**config.mk**
```make
export PLATFORM = sky130hd
export DESIGN_NAME = uart_reg_bank
export DESIGN_NICKNAME = d
export VERILOG_FILES = /design/src/rtl/uart_reg_bank_pkg.sv /design/src/rtl/uart_fifo_sync.sv /design/src/rtl/uart_reg_bank.sv
export SDC_FILE = /design/constraint.sdc
export NUM_CORES = 1
export LEC_CHECK = 0
export BUFFER_PORTS_ARGS = -buffer_cell sky130_fd_sc_hd__buf_4
export CAP_MARGIN = 20
export CORE_MARGIN = 1
export CORE_UTILIZATION = 40
export CTS_BUF_LIST = sky130_fd_sc_hd__clkbuf_8
export CTS_CLUSTER_SIZE = 24
export DETAILED_ROUTE_END_ITERATION = 7
export PLACE_DENSITY = 0.59
export RECOVER_POWER = 25
export SYNTH_ARGS = -nofsm -noshare
export SYNTH_HDL_FRONTEND = slang
export SYNTH_SLANG_ARGS = --single-unit
```
**constraint.sdc**
```tcl
create_clock -name clk -period 3.1 [get_ports clk]
set_input_delay 0.155 -clock clk [delete_from_list [all_inputs] [get_ports clk]]
set_output_delay 0.155 -clock clk [all_outputs]
set_load 0.01 [all_outputs]
```
**src/rtl/uart_reg_bank_pkg.sv**
```systemverilog
// Shared register-map definitions for the UART register bank: bus widths,
// register indices, field bit positions and reset values.
package uart_reg_bank_pkg;

   localparam int unsigned UART_NUMB_REG_WD = 3;
   localparam int unsigned UART_DATA_REG_WD = 32;

   typedef enum logic [UART_NUMB_REG_WD-1:0] {
      UART_REG_CTRL  = 3'd0,
      UART_REG_BAUD  = 3'd1,
      UART_REG_STAT  = 3'd2,
      UART_REG_TXDAT = 3'd3,
      UART_REG_RXDAT = 3'd4,
      UART_REG_ISR   = 3'd5
   } uart_reg_e;

   localparam int unsigned CTRL_TX_EN  = 0;
   localparam int unsigned CTRL_RX_EN  = 1;
   localparam int unsigned CTRL_IE_LSB = 4;
   localparam logic [6:0]  CTRL_MASK   = 7'b111_0011;

   localparam int unsigned STAT_TX_FULL  = 0;
   localparam int unsigned STAT_TX_EMPTY = 1;
   localparam int unsigned STAT_RX_FULL  = 2;
   localparam int unsigned STAT_TX_OVF   = 3;
   localparam int unsigned STAT_RX_OVF   = 4;
   localparam int unsigned STAT_CNT_LSB  = 8;

   localparam int unsigned ISR_TXE = 0;
   localparam int unsigned ISR_RXV = 1;
   localparam int unsigned ISR_OVF = 2;

   localparam int unsigned UART_BAUD_RST = 434;

endpackage

```
**src/rtl/uart_fifo_sync.sv**
```systemverilog
// Synchronous FIFO with registered storage; head data is read combinationally.
// A push while full is accepted only when a pop frees a slot in the same cycle.
module uart_fifo_sync #(
   parameter int unsigned WIDTH = 8,
   parameter int unsigned DEPTH = 4,
   parameter int unsigned AW    = 2
) (
   input  logic             clk,
   input  logic             rst,
   input  logic             push_i,
   input  logic [WIDTH-1:0] dat_i,
   input  logic             pop_i,
   output logic [WIDTH-1:0] dat_o,
   output logic             full_o,
   output logic             empty_o,
   output logic [AW:0]      cnt_o
);

   logic [WIDTH-1:0] mem_q [DEPTH];
   logic [WIDTH-1:0] mem_d [DEPTH];
   logic [AW-1:0]    wr_ptr_q, wr_ptr_d;
   logic [AW-1:0]    rd_ptr_q, rd_ptr_d;
   logic [AW:0]      cnt_q, cnt_d;
   logic             push_ok, pop_ok;

   assign empty_o = (cnt_q == '0);
   assign full_o  = (cnt_q == (AW+1)'(DEPTH));
   assign cnt_o   = cnt_q;
   assign dat_o   = mem_q[rd_ptr_q];

   always_comb begin
      pop_ok   = pop_i && !empty_o;
      push_ok  = push_i && (!full_o || pop_ok);
      mem_d    = mem_q;
      wr_ptr_d = wr_ptr_q;
      rd_ptr_d = rd_ptr_q;
      if (push_ok) begin
         mem_d[wr_ptr_q] = dat_i;
         wr_ptr_d        = wr_ptr_q + 1'b1;
      end
      if (pop_ok) begin
         rd_ptr_d = rd_ptr_q + 1'b1;
      end
      cnt_d = cnt_q + (AW+1)'(push_ok) - (AW+1)'(pop_ok);
   end

   always_ff @(posedge clk or posedge rst) begin
      if (rst) begin
         for (int unsigned i = 0; i < DEPTH; i++) mem_q[i] <= '0;
         wr_ptr_q <= '0;
         rd_ptr_q <= '0;
         cnt_q    <= '0;
      end else begin
         mem_q    <= mem_d;
         wr_ptr_q <= wr_ptr_d;
         rd_ptr_q <= rd_ptr_d;
         cnt_q    <= cnt_d;
      end
   end

endmodule

```
**src/rtl/uart_reg_bank.sv**
```systemverilog
// UART register bank: control/baud config, TX FIFO, RX holding register,
// sticky status, W1C interrupt pending bits and registered read data.
module uart_reg_bank
   import uart_reg_bank_pkg::*;
#(
   parameter int unsigned TX_FIFO_DEPTH = 4,
   parameter int unsigned TX_FIFO_AW    = 2,
   parameter int unsigned BAUD_WD       = 16
) (
   input  logic                        clk,
   input  logic                        rst,
   input  logic [UART_NUMB_REG_WD-1:0] reg_adr_i,
   input  logic                        reg_wr_val_i,
   input  logic [UART_DATA_REG_WD-1:0] reg_wr_dat_i,
   input  logic                        reg_rd_val_i,
   output logic [UART_DATA_REG_WD-1:0] reg_rd_dat_o,
   output logic                        cfg_tx_en_o,
   output logic                        cfg_rx_en_o,
   output logic [BAUD_WD-1:0]          cfg_baud_o,
   output logic                        tx_val_o,
   output logic [7:0]                  tx_dat_o,
   input  logic                        tx_rdy_i,
   input  logic                        rx_val_i,
   input  logic [7:0]                  rx_dat_i,
   output logic                        irq_o
);

   logic [6:0]                  ctrl_q, ctrl_d;
   logic [BAUD_WD-1:0]          baud_q, baud_d;
   logic                        tx_ovf_q, tx_ovf_d;
   logic                        rx_ovf_q, rx_ovf_d;
   logic                        rx_full_q, rx_full_d;
   logic [7:0]                  rx_byte_q, rx_byte_d;
   logic [2:0]                  isr_q, isr_d;
   logic                        irq_q, irq_d;
   logic [UART_DATA_REG_WD-1:0] rd_dat_q, rd_dat_d;

   logic                        tx_full, tx_empty, tx_push, tx_pop, tx_drop, txe_set;
   logic [TX_FIFO_AW:0]         tx_cnt;
   logic                        rd_en, rx_pop, rx_hit, rx_load, rx_drop;
   logic [UART_DATA_REG_WD-1:0] rd_mux;
   logic                        unused_wr_dat;

   assign unused_wr_dat = ^reg_wr_dat_i;

   uart_fifo_sync #(
      .WIDTH (8),
      .DEPTH (TX_FIFO_DEPTH),
      .AW    (TX_FIFO_AW)
   ) u_tx_fifo (
      .clk     (clk),
      .rst     (rst),
      .push_i  (tx_push),
      .dat_i   (reg_wr_dat_i[7:0]),
      .pop_i   (tx_pop),
      .dat_o   (tx_dat_o),
      .full_o  (tx_full),
      .empty_o (tx_empty),
      .cnt_o   (tx_cnt)
   );

   always_comb begin
      // A write strobe always wins over a coincident read strobe.
      rd_en   = reg_rd_val_i && !reg_wr_val_i;
      tx_push = reg_wr_val_i && (reg_adr_i == UART_REG_TXDAT);
      tx_pop  = !tx_empty && tx_rdy_i;
      tx_drop = tx_push && tx_full && !tx_pop;
      txe_set = tx_pop && !tx_push && (tx_cnt == (TX_FIFO_AW+1)'(1));
      rx_pop  = rd_en && (reg_adr_i == UART_REG_RXDAT) && rx_full_q;
      rx_hit  = rx_val_i && ctrl_q[CTRL_RX_EN];
      rx_load = rx_hit && (!rx_full_q || rx_pop);
      rx_drop = rx_hit && rx_full_q && !rx_pop;

      rd_mux = '0;
      case (reg_adr_i)
         UART_REG_CTRL: rd_mux = UART_DATA_REG_WD'(ctrl_q);
         UART_REG_BAUD: rd_mux = UART_DATA_REG_WD'(baud_q);
         UART_REG_STAT: begin
            rd_mux[STAT_TX_FULL]  = tx_full;
            rd_mux[STAT_TX_EMPTY] = tx_empty;
            rd_mux[STAT_RX_FULL]  = rx_full_q;
            rd_mux[STAT_TX_OVF]   = tx_ovf_q;
            rd_mux[STAT_RX_OVF]   = rx_ovf_q;
            rd_mux[STAT_CNT_LSB +: TX_FIFO_AW+1] = tx_cnt;
         end
         UART_REG_RXDAT: rd_mux = UART_DATA_REG_WD'(rx_byte_q);
         UART_REG_ISR:   rd_mux = UART_DATA_REG_WD'(isr_q);
         default:        rd_mux = '0;
      endcase

      ctrl_d    = ctrl_q;
      baud_d    = baud_q;
      tx_ovf_d  = tx_ovf_q;
      rx_ovf_d  = rx_ovf_q;
      isr_d     = isr_q;
      rx_full_d = rx_full_q;
      rx_byte_d = rx_byte_q;
      rd_dat_d  = rd_en ? rd_mux : rd_dat_q;

      if (reg_wr_val_i) begin
         case (reg_adr_i)
            UART_REG_CTRL: ctrl_d = reg_wr_dat_i[6:0] & CTRL_MASK;
            UART_REG_BAUD: baud_d = reg_wr_dat_i[BAUD_WD-1:0];
            UART_REG_STAT: begin
               tx_ovf_d = tx_ovf_q && !reg_wr_dat_i[STAT_TX_OVF];
               rx_ovf_d = rx_ovf_q && !reg_wr_dat_i[STAT_RX_OVF];
            end
            UART_REG_ISR:  isr_d = isr_q & ~reg_wr_dat_i[2:0];
            default: ;
         endcase
      end

      // Sets are applied after the clears so that set wins.
      if (tx_drop) tx_ovf_d = 1'b1;
      if (rx_drop) rx_ovf_d = 1'b1;
      if (txe_set) isr_d[ISR_TXE] = 1'b1;
      if (rx_load) isr_d[ISR_RXV] = 1'b1;
      if (tx_drop || rx_drop) isr_d[ISR_OVF] = 1'b1;

      if (rx_load) begin
         rx_full_d = 1'b1;
         rx_byte_d = rx_dat_i;
      end else if (rx_pop) begin
         rx_full_d = 1'b0;
      end

      irq_d = |(isr_q & ctrl_q[CTRL_IE_LSB +: 3]);
   end

   always_ff @(posedge clk or posedge rst) begin
      if (rst) begin
         ctrl_q    <= '0;
         baud_q    <= BAUD_WD'(UART_BAUD_RST);
         tx_ovf_q  <= 1'b0;
         rx_ovf_q  <= 1'b0;
         rx_full_q <= 1'b0;
         rx_byte_q <= '0;
         isr_q     <= '0;
         irq_q     <= 1'b0;
         rd_dat_q  <= '0;
      end else begin
         ctrl_q    <= ctrl_d;
         baud_q    <= baud_d;
         tx_ovf_q  <= tx_ovf_d;
         rx_ovf_q  <= rx_ovf_d;
         rx_full_q <= rx_full_d;
         rx_byte_q <= rx_byte_d;
         isr_q     <= isr_d;
         irq_q     <= irq_d;
         rd_dat_q  <= rd_dat_d;
      end
   end

   assign reg_rd_dat_o = rd_dat_q;
   assign cfg_tx_en_o  = ctrl_q[CTRL_TX_EN];
   assign cfg_rx_en_o  = ctrl_q[CTRL_RX_EN];
   assign cfg_baud_o   = baud_q;
   assign tx_val_o     = !tx_empty;
   assign irq_o        = irq_q;

endmodule

```
==> reports/results.ini <==
[global_routing]
grt_start_max_net_pins = 52
grt_pass1_wl_mm = 15.57
grt_pass1_vias = 3016
grt.total_usage = 0.1796
antenna_found_initial = 0
overflow = 0

[clock_tree]
cts_buffers = 9
cts_tree = yes
cts_buffer_depth = 2
cts.sinks = 91
htreeDepth = 3
clk_pin_slew_ps = 90
post_cts_buffers = 0
insertion_delay_ps = 350
cts_root_buffer = clkbuf_8

[timing]
fin_crit_sh = 0.7959
drv_slew = 41
worst-slew-pin-transition_ps = 1916
rsz0062_at_grt = false
fin_crit_ps = 2467
fmax_mhz = 405.3
timing.final.hold_violations = 0
finalSetupViolCount = 0
setup_tns_ps = 0
fin_skew_ps = 5.239
relSlewSlack = -0.2845

[synth]
yosysWarnings = 0
ys_ff_latch = 91
ys_types = 54
ys.flop_type = dfrtp_1
synth_edf_count = 0
ys_async_sr_fraction = 1.000
avgSynthCellArea_sq_um = 13.07
netlist_area_sq_mm = 0.004338
synthCells = 332
ys_seq_area_frac = 0.5264

[floorplan]
die_h_um = 106.1
ios = 109
die_area_sq_mm = 0.01127
core_sq_mm = 0.01042
die_w_um = 106.1
start_util = 0.4165
rows = 37

[min_path]
hold_class = in2reg
hold_start = reg_wr_dat_i[9]

[setup_path]
startpoint = u_tx_fifo.cnt_o[1]
cp-start-kind = flop
cp-end-kind = flop
cp.arrival_ps = 2710
reg2reg_from = u_tx_fifo.cnt_o[1]
cp_cell_sequence = or4b_1, and2_4, ha_1, fa_1, xor2_1, xnor2_1
crit_type = reg2reg
cp.required_ps = 3340
cp_max_fo = 7
cp_slowest_stage_delay_ps = 770
slowest_stage = or4b_1

[placement]
port_buffers = 76
place_inst = 530
gp_congestion = 0.7590
dpl.hpwl_mm = 6.385

[routing]
num_vias = 2829
first_pass_iters = 4
drt_iter0_drc = 121
ant_nets = 0
avgRoutedWirePerCell_um = 16.78
avgViaCountPerCell = 5.172
wirelength_mm = 9.176
post-route-drc-count = 0

[status]
status = finished, violations left
violations = max-capacitance violations, max-slew violations

[cells_and_area]
post-route-util = 0.4950
fillers = 957
final_common_cell = dfrtp_1
nets = 461
area_growth_pct = 18.86
stdcell_count = 547
antenna_cells = 0
drive_above_1_share = 0.3990
layout_common_cells = dfrtp_1 (86), buf_4 (69), mux2_2 (54)

[pwr]
peakVddDrop_v = 0.0002772
p_per_area_mw_per_mm2 = 765.8
p_leak_nw = 2.339
total_power_mw = 3.948

[job]
maxCapViolations = 1

[critical path: cells and delay by family, from the launching register on]
kind	cells	cell delay (ps)
fa+ha+maj	2	570
flops	1	450
xor+xnor	2	290
simple gates	2	1050
[flip-flops by register name, summed over array words and instances, names as in the netlist]
| register | cells |
|---|---|
| u_tx_fifo.rd_ptr_q | 2 |
| irq_o | 1 |
| reg_rd_dat_o | 16 |
| rx_ovf_q | 1 |
| ctrl_q | 5 |
| isr_q | 3 |
| tx_ovf_q | 1 |
| cfg_baud_o | 16 |
| u_tx_fifo.cnt_o | 3 |
| rx_byte_q | 8 |
| rx_full_q | 1 |
| u_tx_fifo.wr_ptr_q | 2 |
| u_tx_fifo.mem_q | 32 |
[layout make-up]
cell class	instances	area (sq um)	share of cell area
multi-input cells	214	1883	0.3652
clock inverters	6	57.56	0.01116
flip-flops and latches	91	2283	0.4429
inverters	10	38.79	0.007522
clock buffers	10	137.6	0.02669
repair buffers	80	585.6	0.1136
well taps	136	170.2	0.03300
[power by group]
group	switching (mW)	internal [mW]	leakage [nW]
logic	0.510	0.735	1.11
clock network	0.412	0.388	0.101
registers	0.315	1.59	1.12
[path summary, 6_finish.rpt]
| check | to | slack [ps] | depth (start not counted) |
|---|---|---|---|
| max | u_tx_fifo.cnt_o[2] | 630 | 6 |
| min | cfg_baud_o[9] | 30 | 2 |
| max reg2reg | u_tx_fifo.cnt_o[2] | 630 | 6 |
| min reg2reg | u_tx_fifo.mem_q[15] | 500 | 1 |
| max in group asynchronous | cfg_baud_o[7] | 1280 | 4 |
| min in group asynchronous | u_tx_fifo.cnt_o[2] | 840 | 3 |
[routing by layer]
metal,GRT usage,wire length [um],up-vias
met5,0,0,-
met4,0.07044,116,0
met3,0.03433,397,9
met2,0.2862,4383,70
met1,0.2418,4280,1432
li1,-,-,1318
[synthesized netlist by cell type (all sizes together) (3+ instances only)]
cell type	instances	area [sq um]
a21o	3	22.52
a21oi	3	15.01
a221oi	3	26.28
a22o	9	78.83
and2	3	21.27
buf	27	186.4
clkbuf	5	18.77
dfrtp	86	2152
dfstp	5	131.4
ha	5	62.56
inv	10	37.54
mux2	57	641.9
mux2i	3	30.03
mux4	8	180.2
nand2	24	90.09
nand2b	3	18.77
nand3	10	100.1
nand3b	7	52.55
nor2	9	33.78
nor2b	3	18.77
o21ai	6	30.02
o22ai	8	50.05
xnor2	4	35.03
[logic make-up (layout without fill, tap and decap cells)]
family	count (synthesis)	after routing	synth area share
xor gates and xnor gates	5	5	0.01009
adders and majority gates	6	6	0.01904
muxes	68	68	0.1964
AOI/OAI and AO/OA	48	48	0.08278
DFF	91	91	0.5264
and+or+nand+nor	71	71	0.1085
buffers and inverters	42	106	0.05596
other	1	16	0.0008645
[per-stage QoR]
step | hold slack, ps | setup WS [ps] | cell area [sq um]
after floorplan | 286.7 | 589.7 | 4394
after global placement | 311.0 | 666.9 | 4981
after detailed placement | 321.2 | 664.3 | 4981
after CTS | 6.587 | 638.1 | 5186
after global routing | 16.24 | 517.8 | 5156
final | 28.28 | 632.6 | 5156
[what timing repair did]
action,4_1_cts,5_1_grt
gates resized for setup,0,0
hold endpoints to repair,38,0
hold buffers,1,0
(Power assumes the default switching activity.)
